File: config.mk
export PLATFORM = sky130hd
export DESIGN_NAME = qcw_burst_ctrl
export DESIGN_NICKNAME = d
export VERILOG_FILES = /design/src/rtl/qcw_pkg.sv /design/src/rtl/qcw_phase_ramp.sv /design/src/rtl/qcw_burst_ctrl.sv
export SDC_FILE = /design/constraint.sdc
export NUM_CORES = 1
export LEC_CHECK = 0
export BUFFER_PORTS_ARGS = -buffer_cell sky130_fd_sc_hd__buf_2
export CAP_MARGIN = 20
export CELL_PAD_IN_SITES_DETAIL_PLACEMENT = 0
export CELL_PAD_IN_SITES_GLOBAL_PLACEMENT = 1
export CORE_UTILIZATION = 23
export CTS_BUF_LIST = sky130_fd_sc_hd__clkbuf_8
export DETAILED_ROUTE_END_ITERATION = 12
export PLACE_DENSITY = 0.59
export RECOVER_POWER = 100
export SYNTH_ARGS = -nofsm -noshare
export SYNTH_HDL_FRONTEND = slang
export SYNTH_SLANG_ARGS = --single-unit
File: constraint.sdc
create_clock -name clk -period 3.45 [get_ports clk]
set_clock_uncertainty 0.05 [all_clocks]
set_input_delay 0.1725 -clock clk [delete_from_list [all_inputs] [get_ports clk]]
set_output_delay 0.1725 -clock clk [all_outputs]
set_load 0.02 [all_outputs]
File: src/rtl/qcw_pkg.sv
// Shared types and widths for the QCW burst sequencer.
package qcw_pkg;
  localparam int PHASE_W = 8;
  localparam int CYC_W   = 16;

  typedef enum logic [2:0] {
    IDLE    = 3'd0,
    RUN     = 3'd1,
    HALTING = 3'd2,
    HOLDOFF = 3'd3,
    LOCKOUT = 3'd4
  } state_t;
endpackage

File: src/rtl/qcw_phase_ramp.sv
// Phase ramp: divides cycle_finished ticks by ramp_div, then steps the phase
// toward phase_end with a 9-bit saturating sum.
module qcw_phase_ramp
  import qcw_pkg::*;
(
  input  logic               clk,
  input  logic               rst,
  input  logic               load,
  input  logic               tick,
  input  logic [PHASE_W-1:0] phase_start,
  input  logic [PHASE_W-1:0] phase_end,
  input  logic [PHASE_W-1:0] ramp_step,
  input  logic [PHASE_W-1:0] ramp_div,
  output logic [PHASE_W-1:0] phase
);

  logic [PHASE_W-1:0] div_cnt;
  logic [PHASE_W-1:0] div_last;
  logic [PHASE_W:0]   sum;

  assign div_last = (ramp_div == '0) ? '0 : ramp_div - PHASE_W'(1);
  assign sum      = {1'b0, phase} + {1'b0, ramp_step};

  always_ff @(posedge clk) begin
    if (rst) begin
      div_cnt <= '0;
      phase   <= '0;
    end else if (load) begin
      div_cnt <= '0;
      phase   <= phase_start;
    end else if (tick) begin
      // >= keeps the divider from running away if ramp_div shrinks mid-burst
      if (div_cnt >= div_last) begin
        div_cnt <= '0;
        if (phase_start <= phase_end)
          phase <= (sum > {1'b0, phase_end}) ? phase_end : sum[PHASE_W-1:0];
      end else begin
        div_cnt <= div_cnt + PHASE_W'(1);
      end
    end
  end

endmodule

File: src/rtl/qcw_burst_ctrl.sv
// QCW burst sequencer between the register block and qcw_pll.
// Optional watchdog on the RUN state: define QCW_BURST_WATCHDOG_EN.
//
// state   | meaning
// IDLE    | waiting for trigger with nonzero burst_cycles
// RUN     | PLL burst active, phase ramp advancing
// HALTING | abort requested, pll_halt held until PLL reports done/fault
// HOLDOFF | enforced off-time, triggers dropped
// LOCKOUT | fault or watchdog latched, waits for fault_clear
module qcw_burst_ctrl
  import qcw_pkg::*;
#(
  parameter logic [23:0] HOLDOFF_CLKS  = 24'd1000000,
  parameter logic [15:0] WATCHDOG_CLKS = 16'd4000,
  parameter int          CNT_W         = 16
)(
  input  logic               clk,
  input  logic               rst,
  input  logic               trigger,
  input  logic               abort,
  input  logic               fault_clear,
  input  logic [CYC_W-1:0]   burst_cycles,
  input  logic [PHASE_W-1:0] phase_start,
  input  logic [PHASE_W-1:0] phase_end,
  input  logic [PHASE_W-1:0] ramp_step,
  input  logic [PHASE_W-1:0] ramp_div,
  output logic               pll_start,
  output logic               pll_halt,
  output logic [PHASE_W-1:0] pll_phase_shift,
  output logic [CYC_W-1:0]   pll_cycle_limit,
  input  logic               pll_cycle_finished,
  input  logic               pll_done,
  input  logic               pll_fault,
  output logic               busy,
  output logic               fault_latched,
  output logic               timeout,
  output logic [CNT_W-1:0]   burst_count
);

  state_t      state;
  logic        done_q;
  logic        fault_q;
  logic        done_rise;
  logic        fault_rise;
  logic        ramp_load;
  logic        ramp_tick;
  logic        wd_expired;
  logic [23:0] hold_cnt;

  // done/fault stay high until the next start, so only fresh edges count
  assign done_rise  = pll_done  & ~done_q;
  assign fault_rise = pll_fault & ~fault_q;
  assign ramp_load  = (state == IDLE) && trigger && (burst_cycles != '0);
  assign ramp_tick  = (state == RUN) && pll_cycle_finished;

`ifdef QCW_BURST_WATCHDOG_EN
  logic [15:0] wd_rem;

  assign wd_expired = (wd_rem == '0);

  always_ff @(posedge clk) begin
    if (rst)
      wd_rem <= WATCHDOG_CLKS;
    else if (ramp_load || pll_cycle_finished)
      wd_rem <= WATCHDOG_CLKS;
    else if ((state == RUN) && !wd_expired)
      wd_rem <= wd_rem - 16'd1;
  end
`else
  logic wd_unused;

  assign wd_unused  = ^WATCHDOG_CLKS;
  assign wd_expired = 1'b0;
`endif

  qcw_phase_ramp u_ramp (
    .clk         (clk),
    .rst         (rst),
    .load        (ramp_load),
    .tick        (ramp_tick),
    .phase_start (phase_start),
    .phase_end   (phase_end),
    .ramp_step   (ramp_step),
    .ramp_div    (ramp_div),
    .phase       (pll_phase_shift)
  );

  always_ff @(posedge clk) begin
    if (rst) begin
      state           <= IDLE;
      done_q          <= 1'b0;
      fault_q         <= 1'b0;
      hold_cnt        <= '0;
      pll_start       <= 1'b0;
      pll_halt        <= 1'b0;
      pll_cycle_limit <= '0;
      busy            <= 1'b0;
      fault_latched   <= 1'b0;
      timeout         <= 1'b0;
      burst_count     <= '0;
    end else begin
      done_q    <= pll_done;
      fault_q   <= pll_fault;
      pll_start <= 1'b0;
      unique case (state)
        IDLE: begin
          if (ramp_load) begin
            pll_cycle_limit <= burst_cycles;
            pll_start       <= 1'b1;
            busy            <= 1'b1;
            state           <= RUN;
          end
        end
        RUN: begin
          if (fault_rise) begin
            fault_latched <= 1'b1;
            state         <= LOCKOUT;
          end else if (done_rise) begin
            burst_count <= burst_count + CNT_W'(1);
            hold_cnt    <= HOLDOFF_CLKS - 24'd1;
            state       <= HOLDOFF;
          end else if (wd_expired) begin
            timeout       <= 1'b1;
            pll_halt      <= 1'b1;
            fault_latched <= 1'b1;
            state         <= LOCKOUT;
          end else if (abort) begin
            pll_halt <= 1'b1;
            state    <= HALTING;
          end
        end
        HALTING: begin
          if (fault_rise || done_rise) begin
            pll_halt <= 1'b0;
            hold_cnt <= HOLDOFF_CLKS - 24'd1;
            state    <= HOLDOFF;
          end
        end
        HOLDOFF: begin
          if (hold_cnt == '0) begin
            busy  <= 1'b0;
            state <= IDLE;
          end else begin
            hold_cnt <= hold_cnt - 24'd1;
          end
        end
        LOCKOUT: begin
          if (fault_clear) begin
            fault_latched <= 1'b0;
            timeout       <= 1'b0;
            pll_halt      <= 1'b0;
            busy          <= 1'b0;
            state         <= IDLE;
          end
        end
        default: state <= IDLE;
      endcase
    end
  end

endmodule

==> flow_summary.ini <==
[synthesis]
yosys-top-cells-count = dfxtp_1 (81), nand2_1 (71), a21oi_1 (48)
yosys-top-cells-area = dfxtp_1 (34%), ha_1 (9.4%), nand2_1 (5.6%)
yosysSeqAreaShare_pct = 33.79
yosysWarningCount = 0
syn-num-nets = 685
yosysTopAreaCell = dfxtp_1
synth_edf_count = 0
synthArstFlopShare_pct = 0
mappedNetlistArea_mm2 = 0.004798
synthFlopType = dfxtp_1
synth_top_area_share_pct = 33.79
synth_seq_cells = 81
yosys.cell_count.top_type = dfxtp_1
synth.distinct_cells = 60
synth_area_per_cell_um2 = 8.105
netlist_instances = 592

[floorplan]
pin_count = 101
core_mm2 = 0.02036
rows = 52
fp.dieH_um = 146.4
start_util_pct = 23.56
dieArea_mm2 = 0.02144
fp.dieW_um = 146.4

[clock_network]
root_buffer = clkbuf_8
max-clock-path-buffers = 2
cts_sinks = 81
cts_buffers = 9
cts_tree = built
cts_max_level = 3
path_clk_slew_ps = 90
worstSkewPairLatency_ps = 370

[place]
gp_congestion = 0.7568
portBuffers = 99
place_hpwl_mm = 10.22

[finish]
drive_above_1_share_pct = 16.30
fillerInstances = 2222
diodes = 0
syn_to_final_growth_pct = 29.62
num-nets-final = 819

[worst_setup_path]
cp_max_fo = 5
end_kind = register
worstSetupStartpointType = register
crit_required_ps = 3700
crit_type = register to register
worst_ep_arrival_time_ps = 3620

[detailed_routing]
via_count = 4749
finalWirelength_mm = 13.70
drt-initial-drc-count = 182
ant_nets = 0
route.detailed.drc = 0
post_drt_via_cell_ratio = 4.749
wl_per_cell_um = 13.70
firstDrtPassIters = 4

[grt]
grt_pass1_vias = 4644
grtUsageTotal_pct = 12.99
antenna_found_initial = 1
grt_pass1_wl_mm = 22.62
grt_max_degree = 58
grt_overflow = 0

[hold_path]
hold_path_class = input port to register

[sta]
fmax_mhz = 296.9
finalHoldViolCount = 0
fin_tns_setup_ps = 0
slew_headroom_pct = 40.82
worstMarginPinSlew_ps = 881.0
hold_ws_ps = 74.20
post-route-period-util_pct = 97.62
fin_crit_ps = 3368
slew_viol_final = 0
finalSetupViolations = 0
grt_setup_unrepaired = yes

[pwr]
power_frac_seq_pct = 38.3
vdd_ir_drop_max_mv = 0.1870
comb_power_share_pct = 34.4
p_per_area_mw_per_mm2 = 455.5
intPower_w = 0.001827
switching_share_pct = 35.52
leakage_nw = 2.477
power.share.clock_pct = 27.3
p_switching_w = 0.001006

[flow_run]
max_cap_violations = 0

[status]
status = completed
## metal layers
| metal | wire [um] | track usage [%] |
|---|---|---|
| met5 | 11 | 0 |
| met4 | 167 | 3.542 |
| met3 | 783 | 3.906 |
| met1 | 6364 | 16.15 |
| met2 | 6374 | 21.64 |
## registers in the layout, indices dropped and copies added, names as in the netlist
register,cells
fault_latched,1
pll_cycle_limit,16
burst_count,16
pll_start,1
hold_cnt,24
u_ramp.div_cnt,8
fault_q,1
busy,1
done_q,1
pll_halt,1
state,3
u_ramp.phase,8
## stage by stage
stage	util (%)	worst slack, ps	cell area, um^2	total power [W]	std cells
floorplan	-	14.34	4801	0.001711	592
global placement	27.99	-80.83	5700	0.002003	961
detailed placement	27.99	-118.3	5700	0.001990	961
CTS	30.24	14.93	6158	0.002819	999
global route	30.54	-57.22	6220	0.003047	1000
finish	30.54	82.00	6220	0.002833	1000
## path summary, 6_finish.rpt
check	startpoint	end	slack [ps]	cells past startpoint
setup / recovery	u_ramp.phase[0]	u_ramp.phase[5]	80	14
hold / removal	pll_cycle_finished	u_ramp.div_cnt[1]	70	4
setup reg to reg	u_ramp.phase[0]	u_ramp.phase[5]	80	14
hold reg to reg	pll_cycle_limit[14]	pll_cycle_limit[14]	410	2
## layout by cell type, fill, tap and decap left out, types with 3 or more instances in the layout
cell type / n
a211oi_1: 6
a21o_1: 5
a21oi_1: 46
a311oi_1: 4
a31oi_1: 11
and3_1: 7
and4_1: 4
buf_2: 52
buf_4: 22
clkbuf_1: 47
clkbuf_8: 9
dfxtp_1: 80
dlygate4sd3_1: 22
ha_1: 34
inv_1: 23
mux2i_1: 7
nand2_1: 70
nand2b_1: 4
nand3_1: 16
nand3b_1: 4
nand4_1: 14
nor2_1: 45
nor2b_1: 8
nor3_1: 22
nor4_1: 14
o211ai_1: 3
o21a_1: 6
o21ai_0: 21
o221ai_1: 4
o31ai_1: 8
or2_2: 5
or3_1: 17
or4_1: 7
xnor2_1: 8
xor2_1: 21
## worst max-delay path, cell delays in order, from the launching register on
cell and delay (ps):
dfxtp_2 350, ha_4 160, fa_2 400, a211o_1 370, a2111oi_4 300, a311o_1 250
ha_4 230, and4_1 140, a222oi_1 270, buf_4 180, o21ai_4 70, buf_4 160
a21oi_4 140, nor4_4 50, o31ai_1 180
## logic make-up (layout without fill, tap and decap cells)
kind of cell | after synthesis | in the layout | synth area share [%]
AOI/OAI and AO/OA | 139 | 139 | 18.44
DFF | 81 | 81 | 33.79
muxes | 9 | 9 | 1.930
buffers and inverters | 43 | 181 | 3.546
xor gates and xnor gates | 29 | 29 | 5.293
and+or+nand+nor | 253 | 253 | 27.12
adders and majority gates | 37 | 37 | 9.804
other | 1 | 1 | 0.07815
## cell type report
class                   instances  area (um^2)  area share, %
flip-flops and latches         81         1623          26.09
clock buffers                   9        123.9          1.992
inverters                      23        86.33          1.388
multi-input cells             468         3142          50.51
repair buffers                143        822.0          13.22
well taps                     270        337.8          5.431
clock inverters                 6        85.08          1.368
## timing repair
action                                  in CTS  in global routing
gates resized for setup                      6                 20
buffers inserted                             1                  2
hold endpoints to repair                    22                  0
hold buffers                                22                  0
endpoints found under the setup margin       8                  8
pin swaps                                    1                 16
## power groups by stage
stage	logic [W]	clock network (W)	registers, W
2_1_floorplan	0.000583	0	0.00113
3_3_place_gp	0.000897	0	0.00111
3_5_place_dp	0.000886	0	0.00110
4_1_cts	0.000928	0.000807	0.00108
5_1_grt	0.00109	0.000853	0.00110
6_report	0.000975	0.000773	0.00109
(Power assumes the default switching activity.)
